===== src/rtl/vc_input_buffer_if.sv =====
// Handshake bundle for the virtual-channel input buffer: upstream push side,
// downstream pop side and per-VC status.
interface vc_input_buffer_if #(
    parameter int FLIT_W = 34,
    parameter int DEPTH  = 4,
    parameter int N_VC   = 4
);
    localparam int VCW = $clog2(N_VC);
    localparam int PW  = $clog2(DEPTH) + 1;

    logic [VCW-1:0]     vc_id_i;
    logic [FLIT_W-1:0]  fdata_i;
    logic               valid_i;
    logic               ready_o;
    logic [VCW-1:0]     vc_sel_i;
    logic [FLIT_W-1:0]  fdata_o;
    logic               valid_o;
    logic               ready_i;
    logic [VCW-1:0]     vc_id_o;
    logic [N_VC*PW-1:0] ocup_o;
    logic [N_VC-1:0]    locked_o;
    logic               err_o;

    modport master (
        output vc_id_i, fdata_i, valid_i, vc_sel_i, ready_i,
        input  ready_o, fdata_o, valid_o, vc_id_o, ocup_o, locked_o, err_o
    );

    modport slave (
        input  vc_id_i, fdata_i, valid_i, vc_sel_i, ready_i,
        output ready_o, fdata_o, valid_o, vc_id_o, ocup_o, locked_o, err_o
    );
endinterface


===== src/rtl/vc_input_buffer.sv =====
// Per-VC circular flit FIFOs with packet locking; one push port steered by
// vc_id_i and one pop port steered by vc_sel_i.
module vc_input_buffer_lane #(
    parameter int FLIT_W = 34,
    parameter int DEPTH  = 4,
    parameter int PW     = 3
) (
    input  logic              clk,
    input  logic              arst,
    input  logic              i_push,
    input  logic              i_pop,
    input  logic              i_set_lock,
    input  logic              i_clr_lock,
    input  logic [FLIT_W-1:0] i_data,
    output logic [FLIT_W-1:0] o_head,
    output logic              o_full,
    output logic              o_empty,
    output logic [PW-1:0]     o_ocup,
    output logic              o_locked
);
    localparam int AW = PW - 1;

    logic [PW-1:0]     r_wptr;
    logic [PW-1:0]     r_rptr;
    logic              r_locked;
    logic [FLIT_W-1:0] r_mem [DEPTH];

    always_ff @(posedge clk or negedge arst) begin
        if (!arst) begin
            r_wptr   <= '0;
            r_rptr   <= '0;
            r_locked <= 1'b0;
        end else begin
            if (i_push) r_wptr <= r_wptr + 1'b1;
            if (i_pop)  r_rptr <= r_rptr + 1'b1;
            if (i_set_lock)      r_locked <= 1'b1;
            else if (i_clr_lock) r_locked <= 1'b0;
        end
    end

    // Storage is deliberately not reset; the pointers alone define validity.
    always_ff @(posedge clk) begin
        if (i_push) r_mem[r_wptr[AW-1:0]] <= i_data;
    end

    assign o_empty  = (r_wptr == r_rptr);
    assign o_full   = (r_wptr[AW-1:0] == r_rptr[AW-1:0]) && (r_wptr[AW] != r_rptr[AW]);
    assign o_ocup   = r_wptr - r_rptr;
    assign o_head   = r_mem[r_rptr[AW-1:0]];
    assign o_locked = r_locked;
endmodule

module vc_input_buffer #(
    parameter int FLIT_W = 34,
    parameter int DEPTH  = 4,
    parameter int N_VC   = 4
) (
    input  logic clk,
    input  logic arst,
    vc_input_buffer_if.slave bus
);
    localparam int VCW = $clog2(N_VC);
    localparam int PW  = $clog2(DEPTH) + 1;

    logic [1:0]                   r_rst_sync;
    logic                         r_err;
    logic                         w_live;
    logic [1:0]                   w_type;
    logic                         w_start;
    logic                         w_acc;
    logic                         w_drop;
    logic                         w_uflow;
    logic                         w_pop;
    logic [N_VC-1:0]              w_full;
    logic [N_VC-1:0]              w_empty;
    logic [N_VC-1:0]              w_locked;
    logic [N_VC-1:0][PW-1:0]      w_ocup;
    logic [N_VC-1:0][FLIT_W-1:0]  w_head;

    // Reset assertion is immediate; release is retimed so the first edge after
    // arst rises never sees a push or pop.
    always_ff @(posedge clk or negedge arst) begin
        if (!arst) r_rst_sync <= '0;
        else       r_rst_sync <= {r_rst_sync[0], 1'b1};
    end
    assign w_live = r_rst_sync[1];

    assign w_type  = bus.fdata_i[FLIT_W-1 -: 2];
    assign w_start = (w_type == 2'b00) || (w_type == 2'b10);

    assign bus.ready_o = w_live && !w_full[bus.vc_id_i] && !(w_start && w_locked[bus.vc_id_i]);
    assign w_acc       = bus.valid_i && bus.ready_o;
    // Body/tail with no open packet is swallowed: accepted but never stored.
    assign w_drop      = w_acc && w_type[0] && !w_locked[bus.vc_id_i];
    assign w_pop       = w_live && bus.ready_i && !w_empty[bus.vc_sel_i];
    assign w_uflow     = w_live && bus.ready_i && w_empty[bus.vc_sel_i];

    for (genvar k = 0; k < N_VC; k++) begin : g_lane
        logic w_wsel;
        assign w_wsel = (bus.vc_id_i == VCW'(k));

        vc_input_buffer_lane #(.FLIT_W(FLIT_W), .DEPTH(DEPTH), .PW(PW)) u_lane (
            .clk        (clk),
            .arst       (arst),
            .i_push     (w_acc && !w_drop && w_wsel),
            .i_pop      (w_pop && (bus.vc_sel_i == VCW'(k))),
            .i_set_lock (w_acc && w_wsel && (w_type == 2'b00)),
            .i_clr_lock (w_acc && w_wsel && (w_type == 2'b11)),
            .i_data     (bus.fdata_i),
            .o_head     (w_head[k]),
            .o_full     (w_full[k]),
            .o_empty    (w_empty[k]),
            .o_ocup     (w_ocup[k]),
            .o_locked   (w_locked[k])
        );
    end

    always_ff @(posedge clk or negedge arst) begin
        if (!arst) r_err <= 1'b0;
        else       r_err <= w_drop || w_uflow;
    end

    assign bus.valid_o  = !w_empty[bus.vc_sel_i];
    assign bus.fdata_o  = bus.valid_o ? w_head[bus.vc_sel_i] : '0;
    assign bus.vc_id_o  = bus.vc_sel_i;
    assign bus.ocup_o   = w_ocup;
    assign bus.locked_o = w_locked;
    assign bus.err_o    = r_err;
endmodule

===== src/flat_wrapper.sv =====
// flat-port wrapper written by rule: the top's interface ports become plain ports
module vc_input_buffer_flat 
#(
    parameter int FLIT_W = 34,
    parameter int DEPTH  = 4,
    parameter int N_VC   = 4
)
  (clk, arst, bus_vc_id_i, bus_fdata_i, bus_valid_i, bus_vc_sel_i, bus_ready_i, bus_ready_o, bus_fdata_o, bus_valid_o, bus_vc_id_o, bus_ocup_o, bus_locked_o, bus_err_o);
  vc_input_buffer_if #(.FLIT_W(FLIT_W), .DEPTH(DEPTH), .N_VC(N_VC)) bus_i ();
  input  logic clk;
  input  logic arst;
  input wire logic [$bits(bus_i.vc_id_i)-1:0] bus_vc_id_i;
  input wire logic [$bits(bus_i.fdata_i)-1:0] bus_fdata_i;
  input wire logic [$bits(bus_i.valid_i)-1:0] bus_valid_i;
  input wire logic [$bits(bus_i.vc_sel_i)-1:0] bus_vc_sel_i;
  input wire logic [$bits(bus_i.ready_i)-1:0] bus_ready_i;
  output wire logic [$bits(bus_i.ready_o)-1:0] bus_ready_o;
  output wire logic [$bits(bus_i.fdata_o)-1:0] bus_fdata_o;
  output wire logic [$bits(bus_i.valid_o)-1:0] bus_valid_o;
  output wire logic [$bits(bus_i.vc_id_o)-1:0] bus_vc_id_o;
  output wire logic [$bits(bus_i.ocup_o)-1:0] bus_ocup_o;
  output wire logic [$bits(bus_i.locked_o)-1:0] bus_locked_o;
  output wire logic [$bits(bus_i.err_o)-1:0] bus_err_o;
  assign bus_i.vc_id_i = bus_vc_id_i;
  assign bus_i.fdata_i = bus_fdata_i;
  assign bus_i.valid_i = bus_valid_i;
  assign bus_i.vc_sel_i = bus_vc_sel_i;
  assign bus_i.ready_i = bus_ready_i;
  assign bus_ready_o = bus_i.ready_o;
  assign bus_fdata_o = bus_i.fdata_o;
  assign bus_valid_o = bus_i.valid_o;
  assign bus_vc_id_o = bus_i.vc_id_o;
  assign bus_ocup_o = bus_i.ocup_o;
  assign bus_locked_o = bus_i.locked_o;
  assign bus_err_o = bus_i.err_o;
  vc_input_buffer #(.FLIT_W(FLIT_W), .DEPTH(DEPTH), .N_VC(N_VC)) u_core (.clk(clk), .arst(arst), .bus(bus_i));
endmodule

===== config.mk =====
export PLATFORM = sky130hd
export DESIGN_NAME = vc_input_buffer_flat
export DESIGN_NICKNAME = d
export VERILOG_FILES = /design/src/rtl/vc_input_buffer_if.sv /design/src/rtl/vc_input_buffer.sv /design/src/flat_wrapper.sv
export SDC_FILE = /design/constraint.sdc
export NUM_CORES = 1
export LEC_CHECK = 0
export BUFFER_PORTS_ARGS = -buffer_cell sky130_fd_sc_hd__buf_2
export CAP_MARGIN = 10
export CELL_PAD_IN_SITES_DETAIL_PLACEMENT = 0
export CELL_PAD_IN_SITES_GLOBAL_PLACEMENT = 1
export CORE_MARGIN = 5
export CORE_UTILIZATION = 35
export DETAILED_ROUTE_END_ITERATION = 6
export GPL_ROUTABILITY_DRIVEN = 0
export GPL_TIMING_DRIVEN = 0
export MAX_ROUTING_LAYER = met4
export PLACE_DENSITY = 0.54
export SYNTH_ARGS = -nofsm -noshare
export SYNTH_HDL_FRONTEND = slang
export SYNTH_SLANG_ARGS = --single-unit

===== constraint.sdc =====
create_clock -name clk -period 5.2 [get_ports clk]
set_clock_uncertainty 0.2 [all_clocks]
set_input_delay 0.52 -clock clk [delete_from_list [all_inputs] [get_ports clk]]
set_output_delay 0.52 -clock clk [all_outputs]
set_load 0.05 [all_outputs]

==> results.yml, run 1 <==
finish:
  final_area_um2: 26700
  seqCellArea_um2: 17100
  area_growth_syn_to_layout_pct: 16.5
  fin_util_pct: 41.3
  drive_above_1_share_pct: 35.6
  fill_cells: 5690
  multi_input_area_um2: 5450
  layout_common_cells: "edfxtp_1 (544), mux4_2 (171), buf_2 (115)"
  final_common_cell: "edfxtp_1"
  instances_no_fill: 2081
  final_nets: 1251
setup_path:
  r2r_cells: 10
  max_stage_delay_ns: 0.53
  startpoint: "u_core.g_lane[0].u_lane.r_rptr[1]$_DFFE_PN0P_"
  cp.arrival_ns: 4.21
  cp-end-kind: "output port"
  cpMaxStageDelayCell: "clkdlybuf4s15_2"
  crit_path_start_kind: "flip-flop"
  crit_end: "bus_fdata_o[16]"
  cp_max_fo: 10
  critical_path.reg2reg.startpoint: "u_core.g_lane[0].u_lane.r_rptr[1]$_DFFE_PN0P_"
  r2r_end: "u_core.g_lane[2].u_lane.r_mem[2][11]$_DFFE_PP_"
  path_cells: "clkbuf_2 -> clkdlybuf4s15_2 -> inv_1 -> ha_1 -> and4_1 -> a2111o_4 -> buf_6 -> clkbuf_1 -> nor2b_1 -> buf_2"
  worstPathRequired_ns: 4.48
  criticalPathCategory: "reg2out"
  reg2reg_slack_ns: 0.87
drt:
  vias: 10600
  routed_wirelength_mm: 57.8
  viasPerCell: 5.12
  firstDrtPassIters: 5
  drc_errors: 0
  postRouteAntennaNets: 0
  wl_per_cell_um: 27.8
  drt_iter0_drc: 938
hold_path:
  hold_path_class: "in2reg"
synthesis:
  avgSynthCellArea_um2: 22.9
  synth-seq-cells: 575
  ys_warn_count: 0
  syn_inst: 1002
  synth_cell_type_count: 46
  synth_area_leaders: "edfxtp_1 (71%), mux4_2 (17%), dfrtp_1 (3.4%), ha_1 (1.5%), nor2b_1 (0.98%)"
  synthesis.nets: 1076
  syn_area_um2: 22900
  yosys.area.top_type: "edfxtp_1"
  yosysSeqAreaShare_pct: 74.7
  synth_top_area_share_pct: 71.3
sta:
  min_period_ns: 4.93
  worst_pin_slew_ns: 1.01
  drv_slew: 0
  relSlewSlack_pct: 32.5
  hold_viol: 0
  whs_ns: 0.104
  rsz0062_at_grt: "no"
  setup_viol: 0
  setup_slack_ns: 0.267
  fmax_mhz: 203
  tns_ns: 0
  finalCritPeriodShare_pct: 94.9
pwr:
  power_density_nw_per_um2: 550
  p_leak_nw: 8.81
  peakVddDrop_mv: 0.406
  fin_total_pwr_mw: 14.7
grt:
  grt_use_total_pct: 16.9
  grt_pass1_wl_mm: 83.4
  grt_pass1_vias: 11400
  grt_antenna_before_repair: 3
  grt_overflow: 0
  grt_max_degree: 36
clocking:
  clkLatencyLatePin_ns: 0.58
  numCtsBuffers: 66
  postCtsSetupRepairBufs: 0
  cts.sinks: 575
  cts_tree: "done"
  htree_levels: 3
  cts_buffer_depth: 3
  cts.clk_slew.worst_paths_ns: 0.06
  cts_root_buf: "clkbuf_16"
place:
  io_buffer_count: 94
  pre_cts_slack_ns: 0.0826
  place_inst: 1964
  placed_cell_area_um2: 24700
  dp_hpwl_mm: 33.7
floorplanning:
  boundaryPins: 97
  fp.dieW_um: 266
  die_area_um2: 70700
  die_y_um: 266
  core_area_um2: 64600
  start_util_pct: 35.5
  row_count: 93
run:
  maxCapViolCount: 0
run_status:
  status: "finished, final reports clean"
-- per-layer routing --
metal | share of wire, % | global-route usage, % | vias up
li1 | - | - | 4518
met1 | 45 | 23.0 | 5819
met2 | 49 | 26.9 | 244
met3 | 4.5 | 2.90 | 68
met4 | 1.6 | 4.06 | 0
met5 | 0 | - | -
-- state kept, by name (all words and copies together) (netlist names) --
signal and count:
u_core.g_lane.u_lane.o_locked 4, u_core.g_lane.u_lane.r_mem 544, u_core.r_rst_sync 2, u_core.g_lane.u_lane.r_wptr 12
u_core.bus.err_o 1, u_core.g_lane.u_lane.r_rptr 12
-- area by class of cell --
cell class,count,share of cell area [%]
well taps,855,4.01
plain buffers,53,1.06
flip-flops and latches,575,64.1
multi-input cells,349,20.4
repair buffers,108,2.78
inverters,24,0.338
diodes,3,0.0281
clock inverters,32,0.797
clock buffers,82,6.42
-- worst max-delay path: cells and delay by family, from the launching register on --
kind	cells	cell delay [ns]
flip-flops	1	0.40
AND/OR/NAND/NOR	2	0.55
adder cells (fa/ha/maj)	1	0.30
AO/OA/AOI/OAI	1	0.45
buffers and inverters	6	1.90
-- cell families (layout without fill, tap and decap cells) --
group | count (synthesis) | in the layout | synth area share [%]
buf+inv | 78 | 299 | 1.58
other cells | 1 | 4 | 0.0164
xor+xnor | 25 | 25 | 1.05
mux | 178 | 178 | 17.2
compound gates | 13 | 13 | 0.486
flops | 575 | 575 | 74.7
simple gates | 100 | 100 | 3.06
fa+ha+maj | 32 | 32 | 1.88
-- synth_stat cells (all sizes together) --
| master | number |
|---|---|
| fa | 4 |
| xor2 | 16 |
| nand2b | 1 |
| and2b | 1 |
| a21oi | 1 |
| clkbuf | 21 |
| nand2 | 13 |
| and4 | 2 |
| and3b | 1 |
| a2111o | 1 |
| a41o | 2 |
| nor3 | 9 |
| nand4b | 1 |
| mux4 | 171 |
| o2bb2ai | 4 |
| dfrtp | 31 |
| nor2b | 36 |
| o22ai | 1 |
| mux2 | 7 |
| xnor2 | 9 |
| and2 | 2 |
| o21ai | 1 |
| edfxtp | 544 |
| a31oi | 3 |
| ha | 28 |
| nand3b | 1 |
| nand3 | 4 |
| nor2 | 7 |
| nand4bb | 1 |
| buf | 33 |
| inv | 24 |
| nor4 | 4 |
| conb | 1 |
| nand4 | 1 |
| and3 | 16 |
-- what timing repair did --
item / 4_1_cts / 5_1_grt
resized for setup: 11 / 2
hold endpoints to repair: 31 / 0
setup endpoints to repair: 30 / 3
hold buffers: 1 / 0
-- how the worst min path moves through the flow --
stage / start / end / slack (ns) / cells past startpoint
after floorplan: arst / u_core.bus.err_o$_DFF_PN0_ / 0.02 / 0
after global placement: u_core.r_rst_sync[0]$_DFF_PN0_ / u_core.r_rst_sync[1]$_DFF_PN0_ / 0.13 / 0
after detailed placement: u_core.r_rst_sync[0]$_DFF_PN0_ / u_core.r_rst_sync[1]$_DFF_PN0_ / 0.14 / 0
after CTS: bus_fdata_i[5] / u_core.g_lane[3].u_lane.r_mem[3][5]$_DFFE_PP_ / 0.07 / 1
after global routing: bus_fdata_i[5] / u_core.g_lane[2].u_lane.r_mem[3][5]$_DFFE_PP_ / 0.09 / 1
final: bus_fdata_i[13] / u_core.g_lane[0].u_lane.r_mem[1][13]$_DFFE_PP_ / 0.10 / 1
-- power breakdown --
| part | switching, mW | total [mW] | internal, mW |
|---|---|---|---|
| combinational | 3.34 | 5.14 | 1.80 |
| sequential | 0.117 | 5.35 | 5.23 |
| clock | 1.79 | 4.18 | 2.39 |
| total | 5.25 | 14.7 | 9.43 |
No activity file was read; power rests on OpenSTA's default activity.
==> run 2: changes to the inputs <==
--- a/config.mk
+++ b/config.mk
@@ -15,7 +15,7 @@
 export GPL_ROUTABILITY_DRIVEN = 0
 export GPL_TIMING_DRIVEN = 0
 export MAX_ROUTING_LAYER = met4
-export PLACE_DENSITY = 0.54
+export PLACE_DENSITY = 0.66
 export SYNTH_ARGS = -nofsm -noshare
 export SYNTH_HDL_FRONTEND = slang
 export SYNTH_SLANG_ARGS = --single-unit
==> constraint.sdc (replaced) <==
create_clock -name clk -period 6.2 [get_ports clk]
set_clock_uncertainty 0.2 [all_clocks]
set_input_delay 0.62 -clock clk [delete_from_list [all_inputs] [get_ports clk]]
set_output_delay 0.62 -clock clk [all_outputs]
set_load 0.1 [all_outputs]
==> results.yml, run 2 (synthesis gave the netlist of run 1 again) <==
run_status:
  status: "finished, final reports clean"
pwr:
  peakVddDrop_mv: 0.420
  fin_total_pwr_mw: 13.3
  power_density_nw_per_um2: 501
  p_leak_nw: 8.73
sta:
  relSlewSlack_pct: 31.5
  tns_ns: 0
  finalCritPeriodShare_pct: 94.1
  rsz0062_at_grt: "no"
  setup_viol: 0
  worst_pin_slew_ns: 1.03
  hold_viol: 0
  fmax_mhz: 171
  drv_slew: 0
  min_period_ns: 5.83
grt:
  grt_pass1_wl_mm: 78.1
  grt_pass1_vias: 11200
  grt_antenna_before_repair: 2
  grt_max_degree: 36
  grt_overflow: 0
  grt_use_total_pct: 15.5
finish:
  final_common_cell: "edfxtp_1"
  final_area_um2: 26600
  layout_common_cells: "edfxtp_1 (544), mux4_2 (171), buf_2 (114)"
  drive_above_1_share_pct: 35.0
  final_nets: 1244
  fin_util_pct: 41.1
  largest_reg_flops: 544
  area_growth_syn_to_layout_pct: 16.0
setup_path:
  r2r_end: "u_core.g_lane[0].u_lane.r_mem[1][10]$_DFFE_PP_"
  criticalPathCategory: "reg2out"
  cp_max_fo: 10
  critical_path.reg2reg.startpoint: "u_core.g_lane[1].u_lane.r_rptr[1]$_DFFE_PN0P_"
  reg2reg_slack_ns: 1.40
  cp-end-kind: "output port"
  r2r_cells: 10
  cp.arrival_ns: 5.01
  crit_path_start_kind: "flip-flop"
  worstPathRequired_ns: 5.38
clocking:
  htree_levels: 2
  clkLatencyLatePin_ns: 0.62
  cts_tree: "done"
  cts.sinks: 575
  cts.clk_slew.worst_paths_ns: 0.06
  cts_buffer_depth: 3
  numCtsBuffers: 58
  cts_resized: 0
  cts_root_buf: "clkbuf_16"
floorplanning:
  fp.dieW_um: 266
  boundaryPins: 97
  row_count: 93
  die_y_um: 266
  core_area_um2: 64600
  start_util_pct: 35.5
  die_area_um2: 70700
drt:
  routed_wirelength_mm: 53.2
  wl_per_cell_um: 25.6
  postRouteAntennaNets: 0
  drc_errors: 0
  drt_iter0_drc: 1034
  firstDrtPassIters: 5
  vias: 10600
  viasPerCell: 5.10
place:
  dp_hpwl_mm: 32.1
  io_buffer_count: 94
  placed_cell_area_um2: 24700
hold_path:
  hold_end: "u_core.r_rst_sync[1]$_DFF_PN0_"
  hold_start: "u_core.r_rst_sync[0]$_DFF_PN0_"
  min_path_cells: 0
  hold_path_class: "reg2reg"
run:
  maxCapViolCount: 0
-- run 2: how the worst max path moves through the flow --
stage	startpoint	to	slack, ns	depth (start not counted)
after global routing	u_core.g_lane[1].u_lane.r_rptr[1]$_DFFE_PN0P_	bus_fdata_o[4]	0.22	10
after floorplan	u_core.g_lane[3].u_lane.r_rptr[1]$_DFFE_PN0P_	bus_fdata_o[14]	1.65	10
after detailed placement	u_core.g_lane[1].u_lane.r_rptr[1]$_DFFE_PN0P_	bus_fdata_o[4]	1.07	10
after global placement	u_core.g_lane[3].u_lane.r_rptr[1]$_DFFE_PN0P_	u_core.g_lane[1].u_lane.r_mem[2][17]$_DFFE_PP_	0.27	8
after CTS	u_core.g_lane[1].u_lane.r_rptr[1]$_DFFE_PN0P_	bus_fdata_o[4]	0.35	10
final	u_core.g_lane[1].u_lane.r_rptr[1]$_DFFE_PN0P_	bus_fdata_o[4]	0.37	10
-- run 2: critical path, stage by stage, from the launching register on --
cell and delay (ns):
dfrtp_1 0.41, clkbuf_1 0.69, buf_1 0.77, inv_1 0.10
ha_1 0.32, nand2_1 0.09, nor3_1 0.06, a2111o_4 0.60
clkbuf_1 0.37, nor2b_1 0.45, buf_2 0.51
-- run 2: layout make-up --
cell class,instances,area (µm²)
Fill cell,5633,38000
Sequential cell,575,17100
Multi-Input combinational cell,349,5450
Clock buffer,78,1580
Tap cell,855,1070
Timing Repair Buffer,108,741
Buffer,54,273
Clock inverter,30,244
Inverter,24,90.1
Antenna cell,2,5.00
-- run 2: routing by layer --
| metal | vias up | wire [µm] | track usage, % |
|---|---|---|---|
| li1 | 4502 | - | - |
| met1 | 5720 | 23000 | 21.0 |
| met2 | 294 | 26300 | 24.8 |
| met3 | 73 | 2910 | 2.83 |
| met4 | 0 | 992 | 3.52 |
| met5 | - | 0 | - |
-- run 2: stage by stage --
stage	worst slack (ns)	hold WS (ns)	instances
2_1_floorplan	1.65	0.124	1002
3_3_place_gp	0.267	0.136	1951
3_5_place_dp	1.07	0.139	1964
4_1_cts	0.351	0.126	2073
5_1_grt	0.218	0.150	2075
6_report	0.367	0.152	2075
-- run 2: repair_timing --
item | 4_1_cts | 5_1_grt
hold endpoints to repair | 31 | 0
buffers inserted | 0 | 0
hold buffers | 1 | 0
-- run 2: report_power, final --
group          switching [mW]  internal (mW)  leakage [nW]  total [mW]
clock                    1.47           1.87         0.885        3.34
sequential             0.0989           4.39          5.27        4.49
combinational            3.97           1.51          2.58        5.48
total                    5.53           7.77          8.73        13.3
==> run 3: changes to the inputs <==
--- a/config.mk
+++ b/config.mk
@@ -5,6 +5,7 @@
 export SDC_FILE = /design/constraint.sdc
 export NUM_CORES = 1
 export LEC_CHECK = 0
+export ABC_CLOCK_PERIOD_IN_PS = 6200
 export BUFFER_PORTS_ARGS = -buffer_cell sky130_fd_sc_hd__buf_2
 export CAP_MARGIN = 10
 export CELL_PAD_IN_SITES_DETAIL_PLACEMENT = 0
@@ -18,4 +19,5 @@
 export PLACE_DENSITY = 0.66
 export SYNTH_ARGS = -nofsm -noshare
 export SYNTH_HDL_FRONTEND = slang
+export SYNTH_HIERARCHICAL = 1
 export SYNTH_SLANG_ARGS = --single-unit
==> results.yml, run 3 <==
run_status:
  status: "finished, final reports clean"
finish:
  drive_above_1_share_pct: 33.8
  area_growth_syn_to_layout_pct: 17.1
  largest_reg_flops: 544
  layout_common_cells: "edfxtp_1 (544), mux4_2 (150), buf_2 (118)"
  final_nets: 1254
  instances_no_fill: 2095
  final_common_cell: "edfxtp_1"
  fill_cells: 5626
  final_area_um2: 27000
grt:
  grt_antenna_before_repair: 4
  grt_pass1_wl_mm: 78.6
  grt_overflow: 0
  grt_max_degree: 32
  grt_pass1_vias: 11400
  grt_use_total_pct: 15.6
synthesis:
  synth-seq-cells: 575
  syn_area_um2: 23100
  synth_compound_area_share_pct: 0.429
  synth_simple_gate_area_share_pct: 2.68
  ys_warn_count: 6
  synth_top_area_share_pct: 70.8
  synthAdderAreaFrac_pct: 1.87
  synth_top_family_by_area: "multiplexers"
  synth_edf_count: 544
  synthTopCellsByCount: "edfxtp_1 (544), mux4_2 (150), nor2b_1 (38)"
  synthesis.nets: 1083
  avgSynthCellArea_um2: 22.9
  yosysMostFrequentCell: "edfxtp_1"
  muxShareOfSynthArea_pct: 17.2
  yosysSeqAreaShare_pct: 74.2
  synthArstFlopShare_pct: 5.39
  synth_area_leaders: "edfxtp_1 (71%), mux4_2 (15%), dfrtp_1 (3.4%), mux4_1 (2.4%), ha_1 (1.5%)"
  yosys.area_share.xor_xnor_pct: 1.06
  synthFlopType: "edfxtp_1"
  syn_inst: 1009
  synth_cell_type_count: 36
  yosys.area.top_type: "edfxtp_1"
setup_path:
  cp-end-kind: "output port"
  cp_max_fo: 10
  criticalPathCategory: "reg2out"
  crit_path_start_kind: "flip-flop"
  cp.arrival_ns: 3.91
  worstPathRequired_ns: 5.38
drt:
  viasPerCell: 5.08
  wl_per_cell_um: 25.6
  vias: 10700
  drc_errors: 0
  drt_iter0_drc: 785
  routed_wirelength_mm: 53.7
  firstDrtPassIters: 7
  postRouteAntennaNets: 0
hold_path:
  hold_path_class: "reg2reg"
floorplanning:
  start_util_pct: 35.2
  core_area_um2: 65500
  die_area_um2: 71100
  row_count: 94
  die_y_um: 267
  fp.dieW_um: 267
  boundaryPins: 97
sta:
  hold_viol: 0
  setup_viol: 0
  relSlewSlack_pct: 28.4
  fmax_mhz: 212
  rsz0062_at_grt: "no"
  worst_pin_slew_ns: 1.06
  drv_slew: 0
  tns_ns: 0
  min_period_ns: 4.73
  finalCritPeriodShare_pct: 76.3
clocking:
  cts_root_buf: "clkbuf_16"
  htree_levels: 2
  cts_tree: "done"
  numCtsBuffers: 57
  clkLatencyLatePin_ns: 0.60
  cts.clk_slew.worst_paths_ns: 0.06
  postCtsSetupRepairBufs: 0
  cts.sinks: 575
  cts_buffer_depth: 3
place:
  place_inst: 1984
  placed_cell_area_um2: 25000
  io_buffer_count: 95
  dp_hpwl_mm: 32.9
pwr:
  fin_total_pwr_mw: 14.0
  comb_power_share_pct: 41.3
  power.share.sequential_pct: 32.3
  clkPwrFrac_pct: 26.4
  peakVddDrop_mv: 0.488
  switchingPower_mw: 5.67
  p_leak_nw: 9.01
  p_sw_share_pct: 40.5
  intPower_mw: 8.34
  power_density_nw_per_um2: 519
run:
  maxCapViolCount: 0
[run 3: changes by cell type in the layout (fill, tap and decap cells not counted), sizes merged, moves of 4 or more]
cell     before  now
inv          24   28
mux2i         0    4
mux2          7    0
buf         140  157
o21ai         1    8
clkbuf       99   73
a21o          0    4
and2          2   16
o2bb2ai       4    0
nand2        13   24
and3         16    0
clkinv       26   22
bufinv        2   12
nor3          9    4
[run 3: cell type report]
cell class              count  area [µm²]  area share, %
diodes                      2        5.00         0.0185
plain buffers              48         479           1.77
clock buffers              71        1550           5.75
clock inverters            37         479           1.77
inverters                  27         101          0.375
multi-input cells         359        5390           19.9
flip-flops and latches    575       17100           63.4
well taps                 864        1080           4.00
repair buffers            112         806           2.98
[run 3: cells by family (layout without fill, tap and decap cells)]
kind of cell	Yosys count	in the layout
flip-flops	575	575
multiplexers	175	175
AND/OR/NAND/NOR	108	108
buffers and inverters	75	295
adder cells (fa/ha/maj)	32	32
XOR/XNOR	28	28
AO/OA/AOI/OAI	15	15
other	1	3
[run 3: path summary, 6_finish.rpt]
kind / endpoint / from / cells after the start / slack (ns)
max: bus_fdata_o[5] / u_core/g_lane[3].u_lane/r_rptr[1]$_DFFE_PN0P_ / 10 / 1.47
min: u_core/r_rst_sync[1]$_DFF_PN0_ / u_core/r_rst_sync[0]$_DFF_PN0_ / 0 / 0.15
min reg2reg: u_core/r_rst_sync[1]$_DFF_PN0_ / u_core/r_rst_sync[0]$_DFF_PN0_ / 0 / 0.15
min in group asynchronous: u_core/g_lane[2].u_lane/o_locked$_DFFE_PN0P_ / arst / 2 / 0.40
max reg2reg: u_core/g_lane[1].u_lane/r_mem[3][17]$_DFFE_PP_ / u_core/g_lane[3].u_lane/r_rptr[1]$_DFFE_PN0P_ / 11 / 1.85
max in group asynchronous: u_core/g_lane[3].u_lane/r_wptr[1]$_DFFE_PN0P_ / arst / 2 / 4.91
[run 3: per-stage QoR]
step           setup WS, ns  util (%)  hold WS (ns)
2_1_floorplan          1.61         -         0.124
3_3_place_gp          0.677      37.6         0.132
3_5_place_dp           1.85      38.1         0.139
4_1_cts                1.34      41.2         0.130
5_1_grt                1.22      41.2         0.158
6_report               1.47      41.2         0.151
[run 3: what timing repair did]
| action | 4_1_cts | 5_1_grt |
|---|---|---|
| resized for setup | 0 | 0 |
| hold buffers | 1 | 0 |
| endpoints found under the hold margin | 31 | 0 |
[run 3: metal layers]
layer | track usage [%] | part of all wire (%) | up-vias
met5 | - | 0 | -
met4 | 3.31 | 1.8 | 0
met3 | 2.46 | 4.7 | 68
met2 | 26.3 | 51 | 243
met1 | 20.3 | 42 | 5806
li1 | - | - | 4533
[run 3: power by group through the flow]
| stage | Combinational (mW) | Clock, mW | Sequential, mW |
|---|---|---|---|
| final | 5.79 | 3.70 | 4.53 |
| after global placement | 5.85 | 0 | 4.61 |
| after global routing | 6.10 | 3.95 | 4.54 |
| after floorplan | 4.56 | 0 | 4.68 |
| after CTS | 5.91 | 3.79 | 4.53 |
| after detailed placement | 5.89 | 0 | 4.61 |
[run 3: critical path: stages, from the launching register on]
cell and delay (ns):
dfrtp_1 0.34, buf_2 0.30, buf_2 0.40, inv_1 0.18
ha_1 0.30, nand2_1 0.09, nor2_1 0.06, mux4_2 0.68
buf_2 0.32, nor2b_1 0.17, buf_2 0.45
